[config.mk]
export PLATFORM = sky130hd
export DESIGN_NAME = i2c_bus_arbiter_flat
export DESIGN_NICKNAME = d
export VERILOG_FILES = /design/src/rtl/i2c_bus_arbiter_if.sv /design/src/rtl/i2c_bus_arbiter.sv /design/src/flat_wrapper.sv
export SDC_FILE = /design/constraint.sdc
export NUM_CORES = 1
export LEC_CHECK = 0
export CORE_ASPECT_RATIO = 1.5
export CORE_MARGIN = 3
export CORE_UTILIZATION = 40
export CTS_CLUSTER_DIAMETER = 200
export DETAILED_ROUTE_END_ITERATION = 16
export PLACE_DENSITY = 0.78
export SETUP_SLACK_MARGIN = 0.2
export SLEW_MARGIN = 15
export SYNTH_ARGS = -nofsm -noshare
export SYNTH_HDL_FRONTEND = slang
export SYNTH_SLANG_ARGS = --single-unit
export TNS_END_PERCENT = 30
[constraint.sdc]
create_clock -name clk -period 1.9 [get_ports clk]
set_clock_uncertainty 0.05 [all_clocks]
set_input_delay 0.38 -clock clk [delete_from_list [all_inputs] [get_ports clk]]
set_output_delay 0.38 -clock clk [all_outputs]
set_load 0.005 [all_outputs]
[src/rtl/i2c_bus_arbiter_if.sv]
// Signal bundle between the requesters, the shared I2C engine and the arbiter.
// The slave modport is the arbiter's own view; master is the surrounding system.
interface i2c_bus_arbiter_if #(
  parameter int NUM_REQ = 4,
  parameter int CMD_W   = 32
) ();
  localparam int OWN_W = $clog2(NUM_REQ);

  logic [NUM_REQ-1:0]       req;
  logic [NUM_REQ*CMD_W-1:0] cmd_in;
  logic [NUM_REQ-1:0]       gnt;
  logic [NUM_REQ-1:0]       done;
  logic [NUM_REQ-1:0]       err;
  logic [OWN_W-1:0]         owner;
  logic                     active;
  logic                     eng_start;
  logic [CMD_W-1:0]         eng_cmd;
  logic                     eng_abort;
  logic                     eng_busy;
  logic                     eng_done;

  modport slave (
    input  req, cmd_in, eng_busy, eng_done,
    output gnt, done, err, owner, active, eng_start, eng_cmd, eng_abort
  );

  modport master (
    output req, cmd_in, eng_busy, eng_done,
    input  gnt, done, err, owner, active, eng_start, eng_cmd, eng_abort
  );
endinterface

[src/rtl/i2c_bus_arbiter.sv]
// Round-robin owner of a single I2C burst engine: grants one requester at a time,
// launches the engine with its command and aborts transfers that never complete.
module i2c_bus_arbiter #(
  parameter int NUM_REQ     = 4,
  parameter int CMD_W       = 32,
  parameter int TIMEOUT_CYC = 2000000,
  parameter int TO_W        = 24
) (
  input  logic                  clk,
  input  logic                  reset_n,
  i2c_bus_arbiter_if.slave      bus
);
  localparam int OWN_W = $clog2(NUM_REQ);

  typedef enum logic [2:0] {
    S_IDLE,
    S_START,
    S_RUN,
    S_ABORT,
    S_RELEASE
  } state_e;

  state_e             state_q, state_d;
  logic [NUM_REQ-1:0] gnt_q, gnt_d;
  logic [NUM_REQ-1:0] done_q, done_d;
  logic [NUM_REQ-1:0] err_q, err_d;
  logic [OWN_W-1:0]   owner_q, owner_d;
  logic [OWN_W-1:0]   last_owner_q, last_owner_d;
  logic [CMD_W-1:0]   eng_cmd_q, eng_cmd_d;
  logic               eng_start_q, eng_start_d;
  logic               eng_abort_q, eng_abort_d;
  logic [TO_W-1:0]    timer_q, timer_d;

  logic [CMD_W-1:0]   cmd_arr [NUM_REQ];
  logic [OWN_W-1:0]   sel;
  logic [OWN_W-1:0]   cand;
  logic               timeout_hit;
  logic               abort_clear;

  for (genvar g = 0; g < NUM_REQ; g++) begin : g_cmd
    assign cmd_arr[g] = bus.cmd_in[g*CMD_W +: CMD_W];
  end

  // Scan from the farthest candidate inward so the last hit is the nearest after last_owner.
  always_comb begin
    sel  = '0;
    cand = '0;
    for (int i = NUM_REQ; i >= 1; i--) begin
      cand = OWN_W'((int'(last_owner_q) + i) % NUM_REQ);
      if (bus.req[cand]) begin
        sel = cand;
      end
    end
  end

  assign timeout_hit = (timer_q == TO_W'(TIMEOUT_CYC - 1));
  // The cycle carrying the abort pulse is skipped; busy is only trusted afterwards.
  assign abort_clear = !eng_abort_q && !bus.eng_busy;

  always_ff @(posedge clk) begin
    if (!reset_n) begin
      state_q      <= S_IDLE;
      gnt_q        <= '0;
      done_q       <= '0;
      err_q        <= '0;
      owner_q      <= '0;
      last_owner_q <= OWN_W'(NUM_REQ - 1);
      eng_cmd_q    <= '0;
      eng_start_q  <= 1'b0;
      eng_abort_q  <= 1'b0;
      timer_q      <= '0;
    end else begin
      state_q      <= state_d;
      gnt_q        <= gnt_d;
      done_q       <= done_d;
      err_q        <= err_d;
      owner_q      <= owner_d;
      last_owner_q <= last_owner_d;
      eng_cmd_q    <= eng_cmd_d;
      eng_start_q  <= eng_start_d;
      eng_abort_q  <= eng_abort_d;
      timer_q      <= timer_d;
    end
  end

  always_comb begin
    state_d = state_q;
    case (state_q)
      S_IDLE:    if (|bus.req) state_d = S_START;
      S_START:   state_d = S_RUN;
      S_RUN: begin
        if (bus.eng_done)     state_d = S_RELEASE;
        else if (timeout_hit) state_d = S_ABORT;
      end
      S_ABORT:   if (abort_clear) state_d = S_RELEASE;
      S_RELEASE: state_d = S_IDLE;
      default:   state_d = S_IDLE;
    endcase
  end

  // Completion beats the watchdog when both land on the same cycle.
  always_comb begin
    gnt_d        = gnt_q;
    done_d       = '0;
    err_d        = '0;
    owner_d      = owner_q;
    last_owner_d = last_owner_q;
    eng_cmd_d    = eng_cmd_q;
    eng_start_d  = 1'b0;
    eng_abort_d  = 1'b0;
    timer_d      = timer_q;
    case (state_q)
      S_IDLE: begin
        if (|bus.req) begin
          gnt_d       = NUM_REQ'(1) << sel;
          owner_d     = sel;
          eng_cmd_d   = cmd_arr[sel];
          eng_start_d = 1'b1;
        end
      end
      S_START: timer_d = '0;
      S_RUN: begin
        timer_d = timer_q + 1'b1;
        if (bus.eng_done) begin
          done_d[owner_q] = 1'b1;
          gnt_d           = '0;
        end else if (timeout_hit) begin
          err_d[owner_q] = 1'b1;
          eng_abort_d    = 1'b1;
        end
      end
      S_ABORT:   if (abort_clear) gnt_d = '0;
      S_RELEASE: last_owner_d = owner_q;
      default: ;
    endcase
  end

  assign bus.gnt       = gnt_q;
  assign bus.done      = done_q;
  assign bus.err       = err_q;
  assign bus.owner     = owner_q;
  assign bus.active    = (state_q != S_IDLE);
  assign bus.eng_start = eng_start_q;
  assign bus.eng_cmd   = eng_cmd_q;
  assign bus.eng_abort = eng_abort_q;
endmodule

[src/flat_wrapper.sv]
// flat-port wrapper written by rule: the top's interface ports become plain ports
module i2c_bus_arbiter_flat 
#(
  parameter int NUM_REQ     = 4,
  parameter int CMD_W       = 32,
  parameter int TIMEOUT_CYC = 2000000,
  parameter int TO_W        = 24
)
  (clk, reset_n, bus_req, bus_cmd_in, bus_eng_busy, bus_eng_done, bus_gnt, bus_done, bus_err, bus_owner, bus_active, bus_eng_start, bus_eng_cmd, bus_eng_abort);
  i2c_bus_arbiter_if #(.NUM_REQ(NUM_REQ), .CMD_W(CMD_W)) bus_i ();
  input  logic clk;
  input  logic reset_n;
  input wire logic [$bits(bus_i.req)-1:0] bus_req;
  input wire logic [$bits(bus_i.cmd_in)-1:0] bus_cmd_in;
  input wire logic [$bits(bus_i.eng_busy)-1:0] bus_eng_busy;
  input wire logic [$bits(bus_i.eng_done)-1:0] bus_eng_done;
  output wire logic [$bits(bus_i.gnt)-1:0] bus_gnt;
  output wire logic [$bits(bus_i.done)-1:0] bus_done;
  output wire logic [$bits(bus_i.err)-1:0] bus_err;
  output wire logic [$bits(bus_i.owner)-1:0] bus_owner;
  output wire logic [$bits(bus_i.active)-1:0] bus_active;
  output wire logic [$bits(bus_i.eng_start)-1:0] bus_eng_start;
  output wire logic [$bits(bus_i.eng_cmd)-1:0] bus_eng_cmd;
  output wire logic [$bits(bus_i.eng_abort)-1:0] bus_eng_abort;
  assign bus_i.req = bus_req;
  assign bus_i.cmd_in = bus_cmd_in;
  assign bus_i.eng_busy = bus_eng_busy;
  assign bus_i.eng_done = bus_eng_done;
  assign bus_gnt = bus_i.gnt;
  assign bus_done = bus_i.done;
  assign bus_err = bus_i.err;
  assign bus_owner = bus_i.owner;
  assign bus_active = bus_i.active;
  assign bus_eng_start = bus_i.eng_start;
  assign bus_eng_cmd = bus_i.eng_cmd;
  assign bus_eng_abort = bus_i.eng_abort;
  i2c_bus_arbiter #(.NUM_REQ(NUM_REQ), .CMD_W(CMD_W), .TIMEOUT_CYC(TIMEOUT_CYC), .TO_W(TO_W)) u_core (.clk(clk), .reset_n(reset_n), .bus(bus_i));
endmodule
==> results of run 1 <==
[kinds of logic after synthesis]
logic type / count (synthesis)
AOI/OAI and AO/OA: 160
xor gates and xnor gates: 1
adders and majority gates: 1
buffers and inverters: 49
DFF: 77
muxes: 36
and+or+nand+nor: 154
[routing by layer]
layer / wire length, um / share of wire [%]
met1: 6120 / 36
met2: 8760 / 51
met3: 1570 / 9.2
met4: 650 / 3.8
met5: 0 / 0
[final cells by class]
type / instances / share of cell area (%)
sequential: 77 / 20.5
inverter: 7 / 0.344
clock buffer: 13 / 3.41
timing repair buffer: 265 / 34.2
multi-input combinational: 352 / 38.9
tap: 147 / 2.41
clock inverter: 3 / 0.262
[worst max-delay path, cell delays in order, from the launching register on]
cell,delay (ns)
sky130_fd_sc_hd__dfxtp_4,0.37
sky130_fd_sc_hd__nor2b_2,0.12
sky130_fd_sc_hd__o21ai_2,0.08
sky130_fd_sc_hd__buf_4,0.14
sky130_fd_sc_hd__a211o_4,0.39
sky130_fd_sc_hd__buf_12,0.20
sky130_fd_sc_hd__a221oi_2,0.32
sky130_fd_sc_hd__a211oi_2,0.07
[worst paths after layout]
check                                            start                      to  cells past startpoint
worst min-delay path                 u_core.bus.gnt[2]       u_core.bus.gnt[2]                      1
worst max-delay path            u_core.last_owner_q[1]  u_core.bus.eng_cmd[17]                      7
worst max register to register  u_core.last_owner_q[1]  u_core.bus.eng_cmd[17]                      7
worst min register to register       u_core.bus.gnt[2]       u_core.bus.gnt[2]                      1
[through the flow]
stage / total power, uW / utilization, % / TNS, ns
3_5_place_dp: 3540 / 62.1 / -19.05
2_1_floorplan: 2640 / - / 0
3_3_place_gp: 3500 / 62.1 / -17.39
6_report: 5320 / 68.7 / 0
4_1_cts: 5280 / 66.8 / 0
5_1_grt: 5560 / 68.7 / -0.0241
[cells in the mapped netlist (3+ instances only)]
| cell | number |
|---|---|
| sky130_fd_sc_hd__nand4_1 | 5 |
| sky130_fd_sc_hd__a31oi_1 | 7 |
| sky130_fd_sc_hd__nand2b_1 | 6 |
| sky130_fd_sc_hd__buf_2 | 11 |
| sky130_fd_sc_hd__or3_1 | 5 |
| sky130_fd_sc_hd__buf_4 | 3 |
| sky130_fd_sc_hd__nand4_2 | 3 |
| sky130_fd_sc_hd__nor3b_1 | 3 |
| sky130_fd_sc_hd__a221oi_2 | 27 |
| sky130_fd_sc_hd__nor3_1 | 3 |
| sky130_fd_sc_hd__nor2_1 | 24 |
| sky130_fd_sc_hd__a21o_1 | 3 |
| sky130_fd_sc_hd__o21ai_1 | 3 |
| sky130_fd_sc_hd__o21ai_0 | 42 |
| sky130_fd_sc_hd__dfxtp_1 | 77 |
| sky130_fd_sc_hd__and3_1 | 38 |
| sky130_fd_sc_hd__a21oi_1 | 14 |
| sky130_fd_sc_hd__inv_1 | 6 |
| sky130_fd_sc_hd__nand3_1 | 14 |
| sky130_fd_sc_hd__buf_6 | 11 |
| sky130_fd_sc_hd__nor2b_1 | 5 |
| sky130_fd_sc_hd__a221oi_1 | 5 |
| sky130_fd_sc_hd__a211oi_2 | 28 |
| sky130_fd_sc_hd__a211oi_1 | 10 |
| sky130_fd_sc_hd__o211ai_1 | 5 |
| sky130_fd_sc_hd__clkbuf_1 | 15 |
| sky130_fd_sc_hd__nand2_1 | 24 |
| sky130_fd_sc_hd__and4_1 | 3 |
| sky130_fd_sc_hd__mux2i_1 | 36 |
[state kept, by name (all words and copies together), names as in the netlist]
signal / cells
u_core.timer_q: 24
u_core.bus.eng_abort: 1
u_core.bus.err: 4
u_core.bus.done: 4
u_core.bus.eng_start: 1
u_core.bus.owner: 2
u_core.bus.eng_cmd: 32
u_core.last_owner_q: 2
u_core.state_q: 3
u_core.bus.gnt: 4
[where the power goes]
group / internal (uW) / leakage (uW) / switching (uW)
combinational: 1030 / 0.00221 / 802
sequential: 1770 / 0.000637 / 90.3
clock: 955 / 0.000132 / 683
[what timing repair did]
action                                  CTS  global route
hold buffers                              0             0
setup buffers                            10             5
pin swaps                                 5            18
gates resized for setup                  27            42
cloned                                    2             0
endpoints found under the setup margin   51            64
==> metrics list, run 1 <==
- Clock-pin slew of the registers on the worst-case setup and hold paths: 0.06 ns
- From synthesis to final layout, the design area changed by 66.5%.
- Measured against its own limit, the worst slew margin works out to 64.4%.
- The floorplan has 47 rows.
* Routing layer with the top usage in global route: met2
- Cells with a size suffix above 1 make up 28.6% of the layout.
* Path type of the worst setup path: flip-flop to flip-flop
* Met1 Usage GRT: 27.1%
- Routed len/inst: 19.8 um
- Pwr per Cell Area: 697 nW/um^2
- The floorplan step defined a die boundary enclosing 12800 sq um.
* Maximum clock path buffer count: 2
- The H-tree generated during clock tree synthesis spans 3 levels.
- Global route total overflow: 0
- Status: completed
* First-pass GRT wire length: 25300 um
- Setup repair after global routing could not meet its margin everywhere.
* Fill count: 803
- Setup ws final: 0.0373 ns
* Via density per instance: 5.72
* Core Region: 11100 sq um
* Initial antenna violation count: 0
* Syn. warnings: 0
- Post-route non-filler standard cell count: 864
- Ys flop type: sky130_fd_sc_hd__dfxtp_1
- Hold Worst Slack: 0.408 ns
- CP endpoint kind: flip-flop
* Leakage power summed over all cells: 0.00298 uW
- Post-synthesis async set-or-reset flop share: 0%
- Number of flops mapped to enable cells by yosys: 0
- Summing the areas of all fa, ha and maj instances in the mapped netlist gives 0.273% of the synthesized area.
- The initial utilization of the core area, before any placement, comes to 41.3%.
- TritonCTS built the clock tree.
- Cell count after synthesis: 478
- Main combinational cell family by area after synthesis: compound AO/OA/AOI/OAI gates
- Number of top-level pins: 185
- The number of global-route vias before repair was 4986.
- The number of pins with negative max-slew slack in the final report was 0.
- Share of the cycle needed by the critical path after routing: 98.0%
* Final Hold Vio Count: 0
* Post-layout net count: 849
- Die Y: 137 um
- Commonest non-fill, non-tap cell in the layout: sky130_fd_sc_hd__clkdlybuf4s50_1
- Width of the die: 93.4 um
- Global-route usage over all layers: 25.4%
* Post-Place Cell Area: 6900 sq um
- Master cell of the clock root buffer: sky130_fd_sc_hd__clkbuf_16
- Slew @ Worst Pin: 0.533 ns
* Hold Crit Class: flip-flop to flip-flop
* Post-route cell area: 7640 sq um
- The largest total area in the synthesized netlist belongs to sky130_fd_sc_hd__dfxtp_1.
- Port-buffer cells: 184
- Placer congestion estimate: 0.851
* IR Drop Worst-Case VDD: 0.000609 V
* Setup slack on the worst flop-to-flop path: 0.04 ns
- Most used cells in the layout excluding fill and tap cells: sky130_fd_sc_hd__clkdlybuf4s50_1, sky130_fd_sc_hd__buf_4, sky130_fd_sc_hd__dfxtp_1, sky130_fd_sc_hd__o21ai_0, sky130_fd_sc_hd__and3_1
- Top cells by area, synth: sky130_fd_sc_hd__dfxtp_1, sky130_fd_sc_hd__a221oi_2, sky130_fd_sc_hd__mux2i_1, sky130_fd_sc_hd__a211oi_2, sky130_fd_sc_hd__and3_1
- In the final layout, the multi-input gates occupy 2970 sq um.
- Clock latency on the worst-skew pair, taken at its later pin, is 0.34 ns.
* Post-synth top area share: 33.6%
- Final Critical Period: 1.86 ns
- The first TritonRoute pass finished after 5 iterations.
- Peak clock frequency supported by timing: 0.537 GHz
* Area share of xor/xnor cells in the synthesized design: 0.191%
- Share of synthesized area occupied by flip-flops and latches: 33.6%
* Maximum number of pins on one net before global-route repair: 35
- Before CTS, the worst setup slack after placement is -0.534 ns.
* Largest driver fanout on the critical path: 18
* Register bit count reported by yosys: 77
* Number of design-rule violations left by the first detailed-router iteration: 235
- 0 antenna diodes ended up in the layout.
* Number of remaining DRC errors: 0
- Post-detailed-route count of antenna-violating nets: 0
- The number of nets handed over by synthesis was 615.
* Required time worst endpoint: 2.08 ns
- Final Setup Violations: 0
- CP Launch Type: flip-flop
* Signal arrival time at the worst endpoint: 2.04 ns
- Number of distinct library cell variants in the gate-level netlist after synthesis: 60
- In the synthesized netlist, mux cells make up 7.86% of the area.
- Sinks on the clock net: 77
- Number of violations of the max-capacitance limit: 0
- In the global route stage, met2 resource usage came out at 45.0%.
- Simple-gate share of the synthesized area: 20.3%
- The routed design has 17100 um of wire.
* CTS buffer count: 9
- In the global route stage, met3 resource usage came out at 8.20%.
* Cell count after placement: 831
- Avg Inst Size Synth: 9.59 sq um
- In the final layout, flip-flops and latches occupy 1570 sq um.
- Summing the areas of all compound-gate instances in the mapped netlist gives 30.9% of the synthesized area.
- Routed vias: 4941
* Post-synthesis instance area: 4590 sq um
* Detailed placer's ending HPWL: 12100 um
No activity file was read; power rests on OpenSTA's default activity.
==> run 2, diff against run 1 <==
--- a/config.mk
+++ b/config.mk
@@ -5,7 +5,6 @@
 export SDC_FILE = /design/constraint.sdc
 export NUM_CORES = 1
 export LEC_CHECK = 0
-export CORE_ASPECT_RATIO = 1.5
 export CORE_MARGIN = 3
 export CORE_UTILIZATION = 40
 export CTS_CLUSTER_DIAMETER = 200
==> run 2 against run 1 <==
  * Total power up 9.3%
  * Count of clock-buffer cells in the layout down 4
  * Sequential cell count stayed put
  * Combinational power is 5% higher
  * Cell count is 2.8% lower
  * Utilization rose by 1.7 points
  * Largest power group is now the clock network
  * The flow now finishes with violations (negative setup slack)
  * Critical endpoint is now u_core.bus.eng_cmd[1]
  * Highest routed layer unchanged
  * Non-clock buffer count down 17
  * Via count is 2.1% higher
  * Global-route usage increased by 1.1 points
  * Largest cell class unchanged
  * First-iteration DRC count grew 140%
==> metrics list, run 2 (synthesis gave the netlist of run 1 again) <==
* Status: finished with violations
- The final reports fail on negative setup slack.
* Clock H-tree levels: 3 (unchanged)
- Vias in the first global route: 5012 (+0.52%)
* CP endpoint kind: flip-flop
- The number of I/O port buffers is 184 (unchanged).
- Most used cells in the layout excluding fill and tap cells: sky130_fd_sc_hd__clkdlybuf4s50_1, sky130_fd_sc_hd__dfxtp_1, sky130_fd_sc_hd__o21ai_0, sky130_fd_sc_hd__buf_4, sky130_fd_sc_hd__and3_1
* Final Critical Period: 1.93 ns (+0.0712 ns)
- The final global-route overflow total was 0 (unchanged).
* Post-route non-filler standard cell count: 840 (-2.8%)
- The clock latency of the later-clocked register in the worst-skew pair is 0.34 ns (about the same).
- The clock transition at the registers of the reported paths was 0.06 ns (about the same).
- Broken down by cell family, the worst path's largest delay share belongs to compound AO/OA/AOI/OAI gates.
- Ant diodes: 0 (unchanged)
* Crit path cell chain: nor2b_1, o21ai_1, buf_4, a211o_2, buf_12, a221oi_1, a211oi_1
* Die Y: 113 um (-18%)
- Width of the die: 113 um (+21%)
- Final Hold Vio Count: 0 (unchanged)
* Detailed-router iteration count before antenna repair: 6 (+1)
- Unrepaired setup endpoints after global routing: true
* Max incr delay on CP: 0.38 ns (about the same)
* Initial antenna violation count: 0 (unchanged)
* Number of violations of the max-capacitance limit: 0 (unchanged)
- Number of top-level pins: 185 (unchanged)
- Peak clock frequency supported by timing: 0.517 GHz (-3.7%)
- Fraction of layout cells with a size suffix above 1: 29.9% (+1.3 points)
- Synth-to-Final Area Change: 69.4%
- TritonCTS clock tree: built
* End point of the critical path: u_core.bus.eng_cmd[1]
- Row count: 38 (-19%)
- In this run the worst setup path begins at u_core.last_owner_q[1].
- Pwr per Cell Area: 749 nW/um^2 (+7.4%)
- The overall routing resource usage was 26.5% (+1.1 points).
- The worst setup path is launched from a flip-flop.
- Maximum number of pins on one net before global-route repair: 35 (unchanged)
* Sinks on the clock net: 77 (unchanged)
- Signal arrival time at the worst endpoint: 2.09 ns (+0.05 ns)
- The post-placement cell count came to 808 (-2.8%).
- Share of the cycle needed by the critical path after routing: 102% (+3.7 points)
- The worst endpoint required time came to 2.06 ns (-0.02 ns).
* Hold Crit Class: flip-flop to flip-flop
- The iteration-0 DRC count of the detailed router came to 572 (+140%).
* Placer congestion estimate: 0.898 (+5.5%)
- Clock tree synthesis selected as its root buffer the cell sky130_fd_sc_hd__clkbuf_16.
- Slew @ Worst Pin: 0.500 ns (-0.0334 ns)
* Die footprint: 12800 sq um (-0.21%)
- The number of cells traversed by the worst register-to-register path was 7 (unchanged).
- The setup violation total in the final timing report came to 1 (+1).
- Fill count: 768 (-4.4%)
- The setup slack on the worst flop-to-flop path was -0.03 ns (-0.07 ns).
* Source of the worst register-to-register timing path: u_core.last_owner_q[1]
- The post-route antenna net violation count is 0 (unchanged).
- Relative slew slack: 66.6% (+2.2 points)
- The core region area was 11000 sq um (-0.75%).
- The starting density of the core is 41.6% (+0.31 points).
* Via density per instance: 6.00 (+5.0%)
- Leaving out fill and tap cells, the most frequent cell in the layout is sky130_fd_sc_hd__clkdlybuf4s50_1.
- Detailed placer's ending HPWL: 11900 um (-1.7%)
* Flip-flop count of the largest register after layout: 32 (unchanged)
* Number of remaining DRC errors: 0 (unchanged)
* Largest driver fanout on the critical path: 15 (-3)
- Slew Viols, Final: 0 (unchanged)
- Critical R2R Capture: u_core.bus.eng_cmd[1]
* IR Drop Worst-Case VDD: 0.000565 V (-7.2%)
* First-pass GRT wire length: 27000 um (+6.5%)
* Max stage delay cell, worst path: sky130_fd_sc_hd__a211o_2
* Routed len/inst: 22.1 um (+12%)
- The worst setup path is of the flip-flop to flip-flop kind.
- End-of-flow core utilization: 70.4% (+1.7 points)
* Leakage power summed over all cells: 0.00302 uW (+1.5%)
- The design area came to 7770 sq um (+1.7%).
* Maximum clock path buffer count: 2 (unchanged)
- The number of buffer and inverter stages on the critical path came to 2 (unchanged).
* Setup ws final: -0.0339 ns (-0.0712 ns)
- The total vias in the final route came to 5043 (+2.1%).
* Hold Worst Slack: 0.426 ns (+0.0181 ns)
- Post-layout net count: 832 (-2.0%)
- The total of hold buffers inserted after clock tree synthesis was 0 (unchanged).
- The post-detailed-routing wire length was 18600 um (+8.6%).
- CTS buffer count: 9 (unchanged)
* Post-Place Cell Area: 6800 sq um (-1.5%)
- The critical path depth in cells is 7 (unchanged).
==> run 2: repair_timing <==
item	in CTS	in global routing
setup endpoints to repair	52	66
gates resized for setup	41	72
setup buffers	8	5
cloned	3	0
pin swaps	4	18
==> run 2: worst min-delay path by stage <==
| stage | startpoint | end | cells past startpoint |
|---|---|---|---|
| finish | u_core.bus.gnt[1] | u_core.bus.gnt[1] | 1 |
| global route | u_core.timer_q[13] | u_core.timer_q[13] | 1 |
| CTS | u_core.bus.gnt[1] | u_core.bus.gnt[1] | 1 |
| detailed placement | u_core.bus.gnt[1] | u_core.bus.gnt[1] | 1 |
| global placement | u_core.bus.gnt[0] | u_core.bus.gnt[0] | 1 |
| floorplan | u_core.timer_q[23] | u_core.timer_q[23] | 1 |
==> run 2: routing by layer <==
layer	vias to the layer above	GRT usage [%]	part of all wire [%]
li1	2283	-	-
met1	2403	32.1	38
met2	297	45.4	51
met3	60	4.92	7.0
met4	0	12.7	4.5
met5	-	0	0
==> run 2: metrics by stage <==
step	setup WS [ns]	setup TNS [ns]	total power (uW)
global placement	-0.502	-16.00	3490
detailed placement	-0.527	-17.97	3520
finish	-0.0339	-0.0339	5810
floorplan	0.196	0	2640
CTS	0.0771	0	5690
global route	-0.152	-0.878	5990
==> run 2: cell type report <==
cell class	instances	area, sq um	share of cell area, %
clock buffers	9	225	2.90
multi-input cells	352	3060	39.4
well taps	140	175	2.26
clock inverters	7	124	1.59
flip-flops and latches	77	1580	20.3
inverters	7	26.3	0.338
repair buffers	248	2580	33.3
==> run 2: where the power goes <==
part	internal, uW	switching [uW]
clock	1290	745
combinational	1050	866
sequential	1760	94.9
total	4110	1710
==> run 2: worst register-to-register path, stage by stage (launching register included) <==
cell                       delay [ns]
sky130_fd_sc_hd__dfxtp_4         0.36
sky130_fd_sc_hd__nor2b_1         0.11
sky130_fd_sc_hd__o21ai_1         0.09
sky130_fd_sc_hd__buf_4           0.14
sky130_fd_sc_hd__a211o_2         0.38
sky130_fd_sc_hd__buf_12          0.19
sky130_fd_sc_hd__a221oi_1        0.38
sky130_fd_sc_hd__a211oi_1        0.11
